[config.mk]
export PLATFORM = sky130hd
export DESIGN_NAME = i2s_codec_master
export DESIGN_NICKNAME = d
export VERILOG_FILES = /design/src/rtl/i2s_codec_master.sv
export SDC_FILE = /design/constraint.sdc
export NUM_CORES = 1
export LEC_CHECK = 0
export CAP_MARGIN = 40
export CORE_MARGIN = 3
export CORE_UTILIZATION = 60
export DETAILED_ROUTE_END_ITERATION = 16
export HOLD_SLACK_MARGIN = 0.1
export MAX_ROUTING_LAYER = met4
export PLACE_DENSITY_LB_ADDON = 0.1
export SYNTH_ARGS = -nofsm -noshare
export SYNTH_HDL_FRONTEND = slang
export SYNTH_SLANG_ARGS = --single-unit
[constraint.sdc]
create_clock -name clock_50m -period 10.77 [get_ports clock_50m]
set_input_delay 1.6155 -clock clock_50m [delete_from_list [all_inputs] [get_ports clock_50m]]
set_output_delay 1.6155 -clock clock_50m [all_outputs]
set_load 0.1 [all_outputs]
[src/rtl/i2s_codec_master.sv]
// I2S bus master: divides clock_50m into BCLK and the shared LR frame clock,
// right-justified stereo serialiser on adcdat and deserialiser on dacdat.
module i2s_codec_master #(
  parameter int BCLK_DIV = 16,
  parameter int DATA_W   = 16
) (
  input  logic              clock_50m,
  input  logic              reset,
  input  logic              enable,
  input  logic [DATA_W-1:0] tx_left,
  input  logic [DATA_W-1:0] tx_right,
  output logic              tx_req,
  output logic [DATA_W-1:0] rx_left,
  output logic [DATA_W-1:0] rx_right,
  output logic              rx_valid,
  output logic              bclk,
  output logic              daclrc,
  output logic              adclrc,
  output logic              adcdat,
  input  logic              dacdat
);
  localparam int DIV_W = $clog2(BCLK_DIV);
  localparam int PAD   = 32 - DATA_W;

  typedef enum logic {IDLE, RUN} state_t;
  state_t state, state_n;

  logic [DIV_W-1:0]  div_cnt;
  logic [5:0]        bit_cnt, bit_nxt;
  logic              primed;
  logic [63:0]       shreg, img;
  logic [DATA_W-1:0] acc_l, acc_r, acc_l_n, acc_r_n;
  logic              adv, term, rise_evt, fall_evt, wrap, in_data, rx_done;

  always_ff @(posedge clock_50m or posedge reset)
    if (reset) state <= IDLE;
    else       state <= state_n;

  always_comb state_n = enable ? RUN : IDLE;

  // Counting follows the next state so the first divider count lands on the
  // same edge that leaves IDLE; that gives BCLK_DIV cycles to the first rise.
  always_comb begin
    adv      = (state_n == RUN);
    term     = adv && (div_cnt == DIV_W'(BCLK_DIV - 1));
    rise_evt = term && !bclk;
    fall_evt = term && bclk;
    bit_nxt  = bit_cnt + 6'd1;
    wrap     = fall_evt && (bit_nxt == 6'd0);
    in_data  = ({1'b0, bit_cnt[4:0]} >= 6'(PAD));
    rx_done  = rise_evt && (bit_cnt == 6'd63) && primed;
    acc_l_n  = DATA_W'({acc_l, dacdat});
    acc_r_n  = DATA_W'({acc_r, dacdat});
    img      = {32'(tx_left), 32'(tx_right)};
  end

  assign adclrc = daclrc;

  always_ff @(posedge clock_50m or posedge reset) begin
    if (reset) begin
      div_cnt  <= '0;
      bit_cnt  <= 6'd63;
      bclk     <= 1'b0;
      daclrc   <= 1'b0;
      adcdat   <= 1'b0;
      shreg    <= '0;
      acc_l    <= '0;
      acc_r    <= '0;
      tx_req   <= 1'b0;
      rx_valid <= 1'b0;
    end else if (!adv) begin
      div_cnt  <= '0;
      bit_cnt  <= 6'd63;
      bclk     <= 1'b0;
      daclrc   <= 1'b0;
      adcdat   <= 1'b0;
      shreg    <= '0;
      acc_l    <= '0;
      acc_r    <= '0;
      tx_req   <= 1'b0;
      rx_valid <= 1'b0;
    end else begin
      tx_req   <= wrap;
      rx_valid <= rx_done;
      div_cnt  <= term ? '0 : div_cnt + 1'b1;
      if (term) bclk <= !bclk;
      if (fall_evt) begin
        bit_cnt <= bit_nxt;
        daclrc  <= !bit_nxt[5];
        // Zero-extended words make the leading pad bits fall out for free.
        if (wrap) begin
          shreg  <= {img[62:0], 1'b0};
          adcdat <= img[63];
        end else begin
          shreg  <= {shreg[62:0], 1'b0};
          adcdat <= shreg[63];
        end
      end
      if (rise_evt && in_data) begin
        if (bit_cnt[5]) acc_r <= acc_r_n;
        else            acc_l <= acc_l_n;
      end
    end
  end

  // Received pair holds across IDLE; only a fully primed frame updates it.
  always_ff @(posedge clock_50m or posedge reset) begin
    if (reset) begin
      rx_left  <= '0;
      rx_right <= '0;
    end else if (rx_done) begin
      rx_left  <= acc_l;
      rx_right <= acc_r_n;
    end
  end

  // Cleared for the whole IDLE stay, so a partial frame never counts.
  always_ff @(posedge clock_50m or posedge reset) begin
    if (reset)              primed <= 1'b0;
    else if (state == IDLE) primed <= 1'b0;
    else if (wrap)          primed <= 1'b1;
  end
endmodule
## Yosys cells after proc, flatten, opt, wreduce, memory -nomap -nowiden

Cells that the tools add are included.

- ROM bits: 0
- Register bits: 144
- Bits in latches: 0
- Input bits: 36
- Memories: 0
- Memory bits (writable): 0
- Word-level logic and storage cells: 62

- Reduce and logical (&&, ||, !) cells: 12
- Bitwise operators: 0
- $add $sub $neg: 2
- Equal/unequal tests: 8
- Shift operators: 0
- Div/mod/pow operators: 0
- Mux-type cells: 25
- $lt $le $gt $ge: 1
- $mul: 0

Operators with widths:

| cell | number |
|---|---|
| two-way mux 64 bit | 3 |
| two-way mux 16 bit | 3 |
| two-way mux 15 bit | 3 |
| two-way mux 1 bit | 12 |
| two-way mux 6 bit | 2 |
| inequality test 2 x 1 -> 1 bit (second input constant) | 5 |
| two-way mux 4 bit | 2 |
| logical AND 1 bit | 7 |
| adder 6 x 1 -> 6 bit (second input constant) | 1 |
| == test 6 bit (second input constant) | 1 |
| zero test 6 bit | 1 |
| greater-or-equal comparator 5 bit (second input constant) | 1 |
| adder 4 x 1 -> 4 bit (second input constant) | 1 |
| == test 4 bit (second input constant) | 1 |
| AND reduction 2 bit | 2 |
| zero test 1 bit | 2 |
| inequality test 2 bit (second input constant) | 1 |

## Depth between registers and ports, before layout

- Word-level depth: 7
- Gate-level depth with buffers: 7
- Depth with buffers taken out: 5

## Worst setup path before layout

Ideal clock, no wire load.

- Path type: input to register
- Start point: input enable
- End point: register rx_left[0]
- Buffers on the path: 3
- Setup slack: 7.383 ns
- Cell stages on the path: 7
- Data required time: 10.645 ns
- Arrival time: 3.261 ns
- Cells stage by stage: clkbuf_1 > nand2_1 > or4b_1 > buf_4 > nor3_4 > buf_6 > mux2_2

- Longest elaborated chain between the ends: 5

Ends and longest elaborated chain:

| item | RTL line | text |
|---|---|---|
| start: declaration | 9 | `input logic enable,` |
| two-way mux 1 bit | 39 | `always_comb state_n = enable ? RUN : IDLE;` |
| logical AND 1 bit | 45 | `term = adv && (div_cnt == DIV_W'(BCLK_DIV - 1));` |
| logical AND 1 bit | 46 | `rise_evt = term && !bclk;` |
| logical AND 1 bit (2 in a row) | 51 | `rx_done = rise_evt && (bit_cnt == 6'd63) && primed;` |
| end signal: assignment | 112 | `rx_left <= acc_l;` |
| end: declaration | 13 | `output logic [DATA_W-1:0] rx_left,` |

No other way between the ends.
A chain may end at the register's enable or synchronous reset.

## Worst setup path in the final report

- Start point: input enable
- End point: register rx_left[1]

The elaborated chain is that of the path after synthesis.

==> flow_metrics.py <==
metrics = {
    "hold_path": {
        "worstHoldPathCells": 1,
        "hold_path_startpoint": "state",
        "hold_end": "primed",
        "hp-class": "flip-flop to flip-flop",
    },
    "synth": {
        "synth-simple-area-share_pct": 14.70,
        "syn_area_um2": 6289,
        "synthAdderAreaFrac_pct": 0.5969,
        "syn_avg_cell_area_um2": 10.88,
        "syn_nets": 617,
        "async_flop_share_pct": 100.0,
        "yosys-top-cells-area": "dfrtp_1, mux2_2, mux2i_1",
        "synth_top_area_share_pct": 54.52,
        "synth.distinct_cells": 35,
        "synth_top_area_cell": "dfrtp_1",
        "synthTopCellsByCount": "dfrtp_1, nand2_1, clkbuf_1",
        "yosysMostFrequentCell": "dfrtp_1",
        "synth_top_family_by_area": "simple AND/OR/NAND/NOR gates",
        "yosysWarnings": 0,
        "muxShareOfSynthArea_pct": 10.66,
        "synth_compound_area_share_pct": 12.20,
        "synth-xor-area-share_pct": 0.6964,
        "synthCells": 578,
        "synth_seq_area_share_pct": 57.02,
        "synth-edff-count": 0,
        "ys.flop_type": "dfrtp_1",
        "ys_ff_latch": 143,
    },
    "routing": {
        "finalWirelength_mm": 15.87,
        "vias_per_cell": 6.147,
        "first_iter_violations": 503,
        "ant_nets": 0,
        "drc": 0,
        "num_vias": 5004,
        "drt_first_pass_iters": 5,
        "wire_per_inst_um": 19.49,
    },
    "critical_path": {
        "reg2reg_depth": 7,
        "critPathKind": "primary input to flip-flop",
        "crit_arrival_ns": 4.48,
        "cp_slowest_cell": "or4b_1",
        "crit_path_frequent_cell": "buf_4",
        "r2r_slack_ns": 7.94,
        "critPathLaunchType": "primary input",
        "worstPathCellList": "clkdlybuf4s50_1 -> buf_4 -> nand2_1 -> or4b_1 -> buf_8 -> nor3_4 -> buf_4 -> mux2_2",
        "cp.buffers_inverters": 4,
        "max_stage_delay_ns": 0.60,
        "worst-endpoint-required_ns": 11.19,
        "r2r_start": "div_cnt[0]",
        "crit_fanout": 43,
        "path_delay_family": "buffers and inverters",
        "crit_path_end_kind": "flip-flop",
        "timing.rr.end": "rx_left[1]",
    },
    "sta": {
        "rsz0062_at_grt": "false",
        "hold_ws_ns": 0.4807,
        "min_period_ns": 4.062,
        "final-setup-viol-count": 0,
        "fmax_ghz": 0.2462,
        "hold_viol": 0,
        "finalSetupTns_ns": 0,
        "slew_violations": 0,
        "setup_ws_ns": 6.708,
        "fin_crit_sh_pct": 37.72,
        "fin_skew_ns": 0.01595,
        "worst_pin_slew_ns": 0.6789,
        "slew-limit-headroom_pct": 54.69,
    },
    "global_route": {
        "overflow": 0,
        "grt_pass1_wl_mm": 25.90,
        "grt_max_degree": 75,
        "grt_usage_pct": 29.43,
        "grt_pass1_vias": 4951,
        "antenna_found_initial": 0,
    },
    "clock_tree": {
        "clkLatencyLatePin_ns": 0.54,
        "cts_hold_buf": 0,
        "clk_path_buf_depth": 2,
        "cts_tree": "yes",
        "htreeDepth": 4,
        "cts_root_buf": "clkbuf_8",
        "cts_buffers": 17,
        "ctsResizeCount": 0,
        "clock_sinks": 143,
        "clkTransAtPathRegs_ns": 0.07,
        "post-cts-setup-buffer-count": 0,
    },
    "power": {
        "p_per_area_nw_per_um2": 142.1,
        "p_leak_nw": 3.584,
        "peakVddDrop_uv": 98.76,
        "p_total_mw": 1.187,
    },
    "floorplanning": {
        "start_util_pct": 62.89,
        "rows": 36,
        "die_x_um": 108.4,
        "die_h_um": 108.4,
        "io-pin-count": 74,
        "core-area_um2": 10000,
        "die-area_um2": 11750,
    },
    "finish": {
        "n_antenna_cell": 0,
        "drive_gt1_share_pct": 19.09,
        "fin_nets": 707,
        "area_growth_pct": 32.83,
        "nFillCells": 482,
    },
    "place": {
        "gp_congestion": 0.7541,
        "portBuffers": 73,
        "dp_hpwl_mm": 8.972,
        "pre_cts_slack_ns": 5.979,
    },
    "run": {
        "maxCapViolations": 0,
    },
    "run_status": {
        "status": "completed",
    },
}
-- worst max-delay path by stage --
stage | cells past startpoint | from | endpoint | slack [ns]
floorplan | 1 | reset | acc_l[0] | 5.33
global placement | 7 | enable | rx_left[9] | 6.10
detailed placement | 7 | enable | rx_right[12] | 5.98
CTS | 7 | enable | rx_right[12] | 6.46
global route | 8 | enable | rx_right[10] | 6.62
finish | 8 | enable | rx_left[1] | 6.71
-- metrics by stage --
stage / cell area, um^2 / utilization, % / instances
3_3_place_gp: 7074 / 70.75 / 740
4_1_cts: 8338 / 83.38 / 813
2_1_floorplan: 6289 / - / 578
5_1_grt: 8353 / 83.53 / 814
3_5_place_dp: 7727 / 77.28 / 781
6_report: 8353 / 83.53 / 814
-- layout by cell type, fill, tap and decap left out, types with 2 or more instances in the layout --
cell type        netlist  final
a21oi_1                6      6
a32oi_1               31     31
and3_1                 4      4
and4_1                 2      2
buf_16                 0      3
buf_4                  3     11
buf_8                  0     39
bufinv_16              0      4
clkbuf_1              45      2
clkbuf_16              0     16
clkdlybuf4s50_1        0     73
clkinv_2               0      2
clkinv_4               0      4
clkinvlp_4             0      2
dfrtp_1              137    137
dfstp_2                6      6
ha_1                   3      3
inv_1                  5      4
inv_6                  0      2
mux2_2                32     32
mux2i_1               31     31
nand2_1               70     70
nand3_1               38     38
nand4_1               33     33
nor2_1                37     35
o211ai_1              31     31
o21ai_0               38     38
or3_1                  2      2
xnor2_1                3      3
xor2_1                 2      2
-- layout make-up --
class	count	area [um^2]	share of cell area (%)
clock buffer	19	421.7	5.048
sequential	143	3586	42.93
timing repair buffer	126	1481	17.74
tap	133	166.4	1.992
inverter	5	23.77	0.2846
multi-input combinational	375	2485	29.75
clock inverter	13	188.9	2.262
-- cells by family (layout without fill, tap and decap cells) --
family,Yosys count,count (layout)
AND/OR/NAND/NOR,193,193
flip-flops,143,143
AO/OA/AOI/OAI,111,111
multiplexers,63,63
buffers and inverters,60,163
XOR/XNOR,5,5
adder cells (fa/ha/maj),3,3
-- registers in the layout, summed over array words and instances, names as in the netlist --
name	flops
shreg	63
acc_l	16
bclk	1
primed	1
acc_r	15
rx_left	16
state	1
adclrc	1
rx_right	16
tx_req	1
bit_cnt	6
div_cnt	4
rx_valid	1
adcdat	1
-- power by group --
group	switching [mW]	leakage [nW]	total, mW	internal (mW)
Clock	0.234	0.292	0.611	0.378
Sequential	0.00116	1.97	0.540	0.538
Combinational	0.0212	1.32	0.0358	0.0147
-- worst reg2reg max path: cells and delay by family (launching register included) --
kind | cells | cell delay [ns]
flip-flops | 1 | 0.40
buffers and inverters | 2 | 0.64
multiplexers | 1 | 0.43
adder cells (fa/ha/maj) | 1 | 0.29
AND/OR/NAND/NOR | 3 | 0.96
-- routing by layer --
metal,GRT usage (%),wire (um),up-vias
met4,10.01,270,0
met2,47.16,8269,165
met3,6.149,680,27
met1,37.74,6643,2519
li1,-,-,2293
met5,-,0,-
Note: power is estimated with default switching activity, not from simulation.
